`config.mk`:
```
export PLATFORM = sky130hd
export DESIGN_NAME = router_reg_flat
export DESIGN_NICKNAME = d
export VERILOG_FILES = /design/src/rtl/router_pkg.sv /design/src/rtl/router_reg_if.sv /design/src/rtl/router_parity_acc.sv /design/src/rtl/router_reg.sv /design/src/flat_wrapper.sv
export SDC_FILE = /design/constraint.sdc
export NUM_CORES = 1
export LEC_CHECK = 0
export ABC_CLOCK_PERIOD_IN_PS = 2490
export CORE_ASPECT_RATIO = 0.75
export CORE_UTILIZATION = 55
export CTS_BUF_LIST = sky130_fd_sc_hd__clkbuf_2
export CTS_CLUSTER_SIZE = 10
export DETAILED_ROUTE_END_ITERATION = 8
export GPL_ROUTABILITY_DRIVEN = 0
export PLACE_DENSITY = 0.8
export SYNTH_ARGS = -nofsm -noshare
export SYNTH_HDL_FRONTEND = slang
export SYNTH_SLANG_ARGS = --single-unit
```
`constraint.sdc`:
```
create_clock -name clock -period 2.49 [get_ports clock]
set_input_delay 0.6225 -clock clock [delete_from_list [all_inputs] [get_ports clock]]
set_output_delay 0.6225 -clock clock [all_outputs]
set_load 0.02 [all_outputs]
```
`src/rtl/router_pkg.sv`:
```
// Shared router definitions: FSM state encodings, address and width constants.
// Used by router_fsm, router_reg and the benches.
package router_pkg;

    localparam int         DATA_WIDTH   = 8;
    localparam logic [1:0] ADDR_INVALID = 2'b11;

    typedef enum logic [2:0] {
        DECODE_ADDRESS     = 3'b000,
        LOAD_FIRST_DATA    = 3'b001,
        LOAD_DATA          = 3'b010,
        WAIT_TILL_EMPTY    = 3'b011,
        FIFO_FULL_STATE    = 3'b100,
        LOAD_AFTER_FULL    = 3'b101,
        LOAD_PARITY        = 3'b110,
        CHECK_PARITY_ERROR = 3'b111
    } fsm_state_t;

endpackage

```
`src/rtl/router_reg_if.sv`:
```
// Signal bundle between the router FSM/input side (master) and the datapath
// register block (slave).
interface router_reg_if
    import router_pkg::*;
#(
    parameter int WIDTH = DATA_WIDTH
);
    // There is no valid/ready pair here: data_in is qualified by pkt_valid plus
    // the one-hot FSM strobes, and dout is qualified downstream by write_enb.
    logic [WIDTH-1:0] data_in;
    logic             pkt_valid;
    logic             fifo_full;
    logic             detect_add;
    logic             lfd_state;
    logic             ld_state;
    logic             laf_state;
    logic             full_state;
    logic             rst_int_reg;
    logic [WIDTH-1:0] dout;
    logic             parity_done;
    logic             low_pkt_valid;
    logic             err;

    modport master (
        output data_in, pkt_valid, fifo_full,
        output detect_add, lfd_state, ld_state, laf_state, full_state, rst_int_reg,
        input  dout, parity_done, low_pkt_valid, err
    );

    modport slave (
        input  data_in, pkt_valid, fifo_full,
        input  detect_add, lfd_state, ld_state, laf_state, full_state, rst_int_reg,
        output dout, parity_done, low_pkt_valid, err
    );

endinterface

```
`src/rtl/router_parity_acc.sv`:
```
// Running XOR parity of header and payload, capture of the received parity
// byte, and the mismatch flag evaluated once the packet is complete.
module router_parity_acc
    import router_pkg::*;
#(
    parameter int WIDTH = DATA_WIDTH
) (
    input  logic             clock,
    input  logic             reset,
    input  logic             detect_add,
    input  logic             lfd_state,
    input  logic             ld_state,
    input  logic             full_state,
    input  logic             pkt_valid,
    input  logic             parity_done,
    input  logic [WIDTH-1:0] hdr,
    input  logic [WIDTH-1:0] data_in,
    output logic             err
);

    logic [WIDTH-1:0] int_par;
    logic [WIDTH-1:0] pkt_par;

    always_ff @(posedge clock or posedge reset) begin
        if (reset) begin
            int_par <= '0;
        end else if (detect_add) begin
            int_par <= '0;
        end else if (lfd_state) begin
            int_par <= int_par ^ hdr;
        end else if (ld_state && pkt_valid && !full_state) begin
            int_par <= int_par ^ data_in;
        end
    end

    // The parity byte is the one LOAD_DATA byte seen with pkt_valid low,
    // captured even if the FIFO is full at that moment.
    always_ff @(posedge clock or posedge reset) begin
        if (reset) begin
            pkt_par <= '0;
        end else if (ld_state && !pkt_valid) begin
            pkt_par <= data_in;
        end
    end

    always_ff @(posedge clock or posedge reset) begin
        if (reset) begin
            err <= 1'b0;
        end else if (detect_add) begin
            err <= 1'b0;
        end else if (parity_done) begin
            err <= (int_par != pkt_par);
        end
    end

endmodule

```
`src/rtl/router_reg.sv`:
```
// Router datapath register block: header latch, output byte mux with a one-byte
// holding register for FIFO-full stalls, and packet completion flags.
module router_reg
    import router_pkg::*;
#(
    parameter int         WIDTH        = DATA_WIDTH,
    parameter logic [1:0] INVALID_ADDR = ADDR_INVALID
) (
    input  logic        clock,
    input  logic        reset,
    router_reg_if.slave bus
);

    logic [WIDTH-1:0] hdr;
    logic [WIDTH-1:0] hold;
    logic [WIDTH-1:0] dout_r;
    logic             parity_done_r;
    logic             low_pkt_valid_r;
    logic             err_w;

    always_ff @(posedge clock or posedge reset) begin
        if (reset) begin
            hdr <= '0;
        end else if (bus.detect_add && bus.pkt_valid && (bus.data_in[1:0] != INVALID_ADDR)) begin
            hdr <= bus.data_in;
        end
    end

    // A byte arriving while the FIFO is full parks in hold and is replayed
    // in LOAD_AFTER_FULL.
    always_ff @(posedge clock or posedge reset) begin
        if (reset) begin
            dout_r <= '0;
            hold   <= '0;
        end else if (bus.lfd_state) begin
            dout_r <= hdr;
        end else if (bus.ld_state && !bus.fifo_full) begin
            dout_r <= bus.data_in;
        end else if (bus.ld_state && bus.fifo_full) begin
            hold <= bus.data_in;
        end else if (bus.laf_state) begin
            dout_r <= hold;
        end
    end

    always_ff @(posedge clock or posedge reset) begin
        if (reset) begin
            parity_done_r <= 1'b0;
        end else if (bus.detect_add) begin
            parity_done_r <= 1'b0;
        end else if ((bus.ld_state && !bus.fifo_full && !bus.pkt_valid) ||
                     (bus.laf_state && low_pkt_valid_r && !parity_done_r)) begin
            parity_done_r <= 1'b1;
        end
    end

    always_ff @(posedge clock or posedge reset) begin
        if (reset) begin
            low_pkt_valid_r <= 1'b0;
        end else if (bus.rst_int_reg) begin
            low_pkt_valid_r <= 1'b0;
        end else if (bus.ld_state && !bus.pkt_valid) begin
            low_pkt_valid_r <= 1'b1;
        end
    end

    router_parity_acc #(.WIDTH(WIDTH)) u_parity (
        .clock       (clock),
        .reset       (reset),
        .detect_add  (bus.detect_add),
        .lfd_state   (bus.lfd_state),
        .ld_state    (bus.ld_state),
        .full_state  (bus.full_state),
        .pkt_valid   (bus.pkt_valid),
        .parity_done (parity_done_r),
        .hdr         (hdr),
        .data_in     (bus.data_in),
        .err         (err_w)
    );

    assign bus.dout          = dout_r;
    assign bus.parity_done   = parity_done_r;
    assign bus.low_pkt_valid = low_pkt_valid_r;
    assign bus.err           = err_w;

endmodule

```
`src/flat_wrapper.sv`:
```
// flat-port wrapper written by rule: the top's interface ports become plain ports
module router_reg_flat import router_pkg::*;
#(
    parameter int         WIDTH        = DATA_WIDTH,
    parameter logic [1:0] INVALID_ADDR = ADDR_INVALID
)
  (clock, reset, bus_data_in, bus_pkt_valid, bus_fifo_full, bus_detect_add, bus_lfd_state, bus_ld_state, bus_laf_state, bus_full_state, bus_rst_int_reg, bus_dout, bus_parity_done, bus_low_pkt_valid, bus_err);
  router_reg_if #(.WIDTH(WIDTH)) bus_i ();
  input  logic clock;
  input  logic reset;
  input wire logic [$bits(bus_i.data_in)-1:0] bus_data_in;
  input wire logic [$bits(bus_i.pkt_valid)-1:0] bus_pkt_valid;
  input wire logic [$bits(bus_i.fifo_full)-1:0] bus_fifo_full;
  input wire logic [$bits(bus_i.detect_add)-1:0] bus_detect_add;
  input wire logic [$bits(bus_i.lfd_state)-1:0] bus_lfd_state;
  input wire logic [$bits(bus_i.ld_state)-1:0] bus_ld_state;
  input wire logic [$bits(bus_i.laf_state)-1:0] bus_laf_state;
  input wire logic [$bits(bus_i.full_state)-1:0] bus_full_state;
  input wire logic [$bits(bus_i.rst_int_reg)-1:0] bus_rst_int_reg;
  output wire logic [$bits(bus_i.dout)-1:0] bus_dout;
  output wire logic [$bits(bus_i.parity_done)-1:0] bus_parity_done;
  output wire logic [$bits(bus_i.low_pkt_valid)-1:0] bus_low_pkt_valid;
  output wire logic [$bits(bus_i.err)-1:0] bus_err;
  assign bus_i.data_in = bus_data_in;
  assign bus_i.pkt_valid = bus_pkt_valid;
  assign bus_i.fifo_full = bus_fifo_full;
  assign bus_i.detect_add = bus_detect_add;
  assign bus_i.lfd_state = bus_lfd_state;
  assign bus_i.ld_state = bus_ld_state;
  assign bus_i.laf_state = bus_laf_state;
  assign bus_i.full_state = bus_full_state;
  assign bus_i.rst_int_reg = bus_rst_int_reg;
  assign bus_dout = bus_i.dout;
  assign bus_parity_done = bus_i.parity_done;
  assign bus_low_pkt_valid = bus_i.low_pkt_valid;
  assign bus_err = bus_i.err;
  router_reg #(.WIDTH(WIDTH), .INVALID_ADDR(INVALID_ADDR)) u_core (.clock(clock), .reset(reset), .bus(bus_i));
endmodule
```
==> metrics.txt <==
outcome finished, final reports clean; peak supply drop 0.000413 V; routed len/inst 15.4 um; maximum clock rate 475 MHz; first-pass GRT wire length 6620 um; Hold-fix buffers, CTS 0; number of library cell types mapped by synthesis 26; Synth Cell Area 2040 sq um; CP required 1870 ps; Syn Nets 190; WL final 3990 um; critical path peak fanout 4; Post-synth EDFFs 0; RSZ-0062 raised after global routing no; clock latency on the worst-skew pair 410 ps; R2R cell count 4; Slew headroom 62.9%; CP arrival 1480 ps; Worst-Margin Slew 554 ps; Synth Instances 172; final setup fails 0; cell with the largest stage delay on the worst path clkdlybuf4s50_1; Seq/Total Area, Yosys 52.7%; share of layout cells above drive strength 1 22.0%; Post-Place Cells 251; drt first pass iters 4; Antenna Cells 0; critical path depth 1; CP max stage delay 640 ps; Tot Pwr 1.62 mW; Crit Path Category reg2out; final core occ 71.3%; all-layer global routing usage 23.0%; Synth warnings 0; FF-to-FF End u_core.u_parity.err; critical path launch point u_core.bus.parity_done; Setup crit end kind primary output; clock root buffer clkbuf_2; clock-pin slew on the worst setup and hold paths 220 ps; post-DR vias/cell 5.52; top cell type's share of synthesized area 52.7%; DP HPWL 3030 um; ranking of synthesized cells by area dfrtp_1 53%, mux2_2 15%, mux2i_1 6.4%; DIE AREA 3970 sq um; Worst Setup Start Kind flip-flop; endpoints failing hold 0; grt ovf 0; min cycle time layout 2110 ps; clk_skew 18.6 ps; worst hold-check path type reg2reg; Avg Synthesized Cell Area 11.9 sq um; antenna violations before repair 0; clk buf depth 2; pwr/cell area 665 nW/um^2; worst r2r src u_core.u_parity.int_par[2]; fraction of registers with async set/reset 100%; cell row count 18; WP buf/inv 1; CP Cell Sequence clkdlybuf4s50_1; Yosys reg bits 43; initial drt markers 76; final slew viol count 0; critical path's top delay family buffers and inverters; fin crit share 84.6%; Die Span Y 54.8 um; worst hold margin 519 ps; Synth Flop Type dfrtp_1; Post-synth top cells 43 x dfrtp_1, 27 x mux2_2, 23 x nor2_1; initial core utilization 59.7%; Final #Nets 226; most common cell in the netlist dfrtp_1; number of global-route vias before repair 1,461; fin cells 259; DRT antenna net count 0; flop2flop setup slack 1330 ps; Setup Buffers After CTS 0; CTS Buf Count 5; Boundary Pins 29; setup TNS 0 ps; via count 1,429; Core Box Area 3420 sq um; pin count of the biggest net entering global routing 44; area growth from synthesis to layout 19.5%; PortBufs 28; leakage 1.06 nW; largest area contributor in the netlist dfrtp_1; max_cap viols 0; H-tree depth 2; CTS sink cnt 43; Die Wd 72.4 um; CTS tree done; CP endpoint bus_parity_done; # resized after CTS 0; residual DRC count 0
## worst min-delay path by stage
| stage | cells after the start | slack (ps) | start | endpoint |
|---|---|---|---|---|
| 4_1_cts | 2 | 530 | u_core.bus.dout[7] | u_core.bus.dout[7] |
| 6_report | 2 | 520 | u_core.bus.dout[7] | u_core.bus.dout[7] |
| 5_1_grt | 1 | 560 | u_core.hold[1] | u_core.hold[1] |
| 3_5_place_dp | 2 | 480 | u_core.bus.dout[7] | u_core.bus.dout[7] |
| 3_3_place_gp | 2 | 470 | u_core.bus.dout[7] | u_core.bus.dout[7] |
| 2_1_floorplan | 1 | 470 | u_core.hold[0] | u_core.hold[0] |
## power breakdown
part           internal (mW)  leakage (nW)  total [mW]  switching [mW]
Clock                 0.0716        0.0290       0.291           0.220
Combinational          0.240         0.504       0.433           0.193
Sequential             0.816         0.525       0.899          0.0833
## cell families (layout without fill, tap and decap cells)
| kind of cell | count (synthesis) | in the layout | synth area share, % |
|---|---|---|---|
| flip-flops | 43 | 43 | 52.7 |
| AND/OR/NAND/NOR | 44 | 44 | 9.98 |
| buffers and inverters | 7 | 44 | 2.14 |
| AO/OA/AOI/OAI | 22 | 22 | 7.10 |
| XOR/XNOR | 16 | 16 | 6.86 |
| multiplexers | 40 | 40 | 21.2 |
## per-layer routing
| layer | up-vias | share of wire [%] | track usage, % |
|---|---|---|---|
| met5 | - | 0 | 0 |
| met4 | 0 | 1.3 | 10.1 |
| met3 | 7 | 3.7 | 4.97 |
| met2 | 30 | 49 | 40.0 |
| met1 | 721 | 46 | 28.2 |
| li1 | 671 | - | - |
## sequential cells by signal (all words and copies together) (netlist names)
signal                    flops
u_core.u_parity.err           1
u_core.bus.dout               8
u_core.bus.parity_done        1
u_core.u_parity.pkt_par       8
u_core.hold                   8
u_core.bus.low_pkt_valid      1
u_core.u_parity.int_par       8
u_core.hdr                    8
## metrics by stage
stage	instance area, sq um	worst slack, ps
3_3_place_gp	2400	318
3_5_place_dp	2400	274
2_1_floorplan	2040	865
6_report	2440	383
4_1_cts	2440	374
5_1_grt	2440	345
## cell usage in the layout (no fill, tap or decap), types with 2 or more instances in the layout
master and instances:
a21oi_1 8, a221o_1 3, buf_4 7, clkbuf_2 6, clkdlybuf4s50_1 28, dfrtp_1 43
mux2_2 27, mux2i_1 13, nand2_1 12, nand3b_2 2, nor2_1 23, nor2b_1 3
o21ai_0 4, o22a_1 3, xnor2_1 13, xor2_1 3
## cell type report
cell class / count / area, sq um
flip-flops and latches: 43 / 1080
fillers: 257 / 982
multi-input cells: 122 / 923
repair buffers: 35 / 333
well taps: 50 / 62.6
clock buffers: 6 / 30.0
clock inverters: 2 / 12.5
inverters: 1 / 3.75
Power figures use the tool's default switching activity.
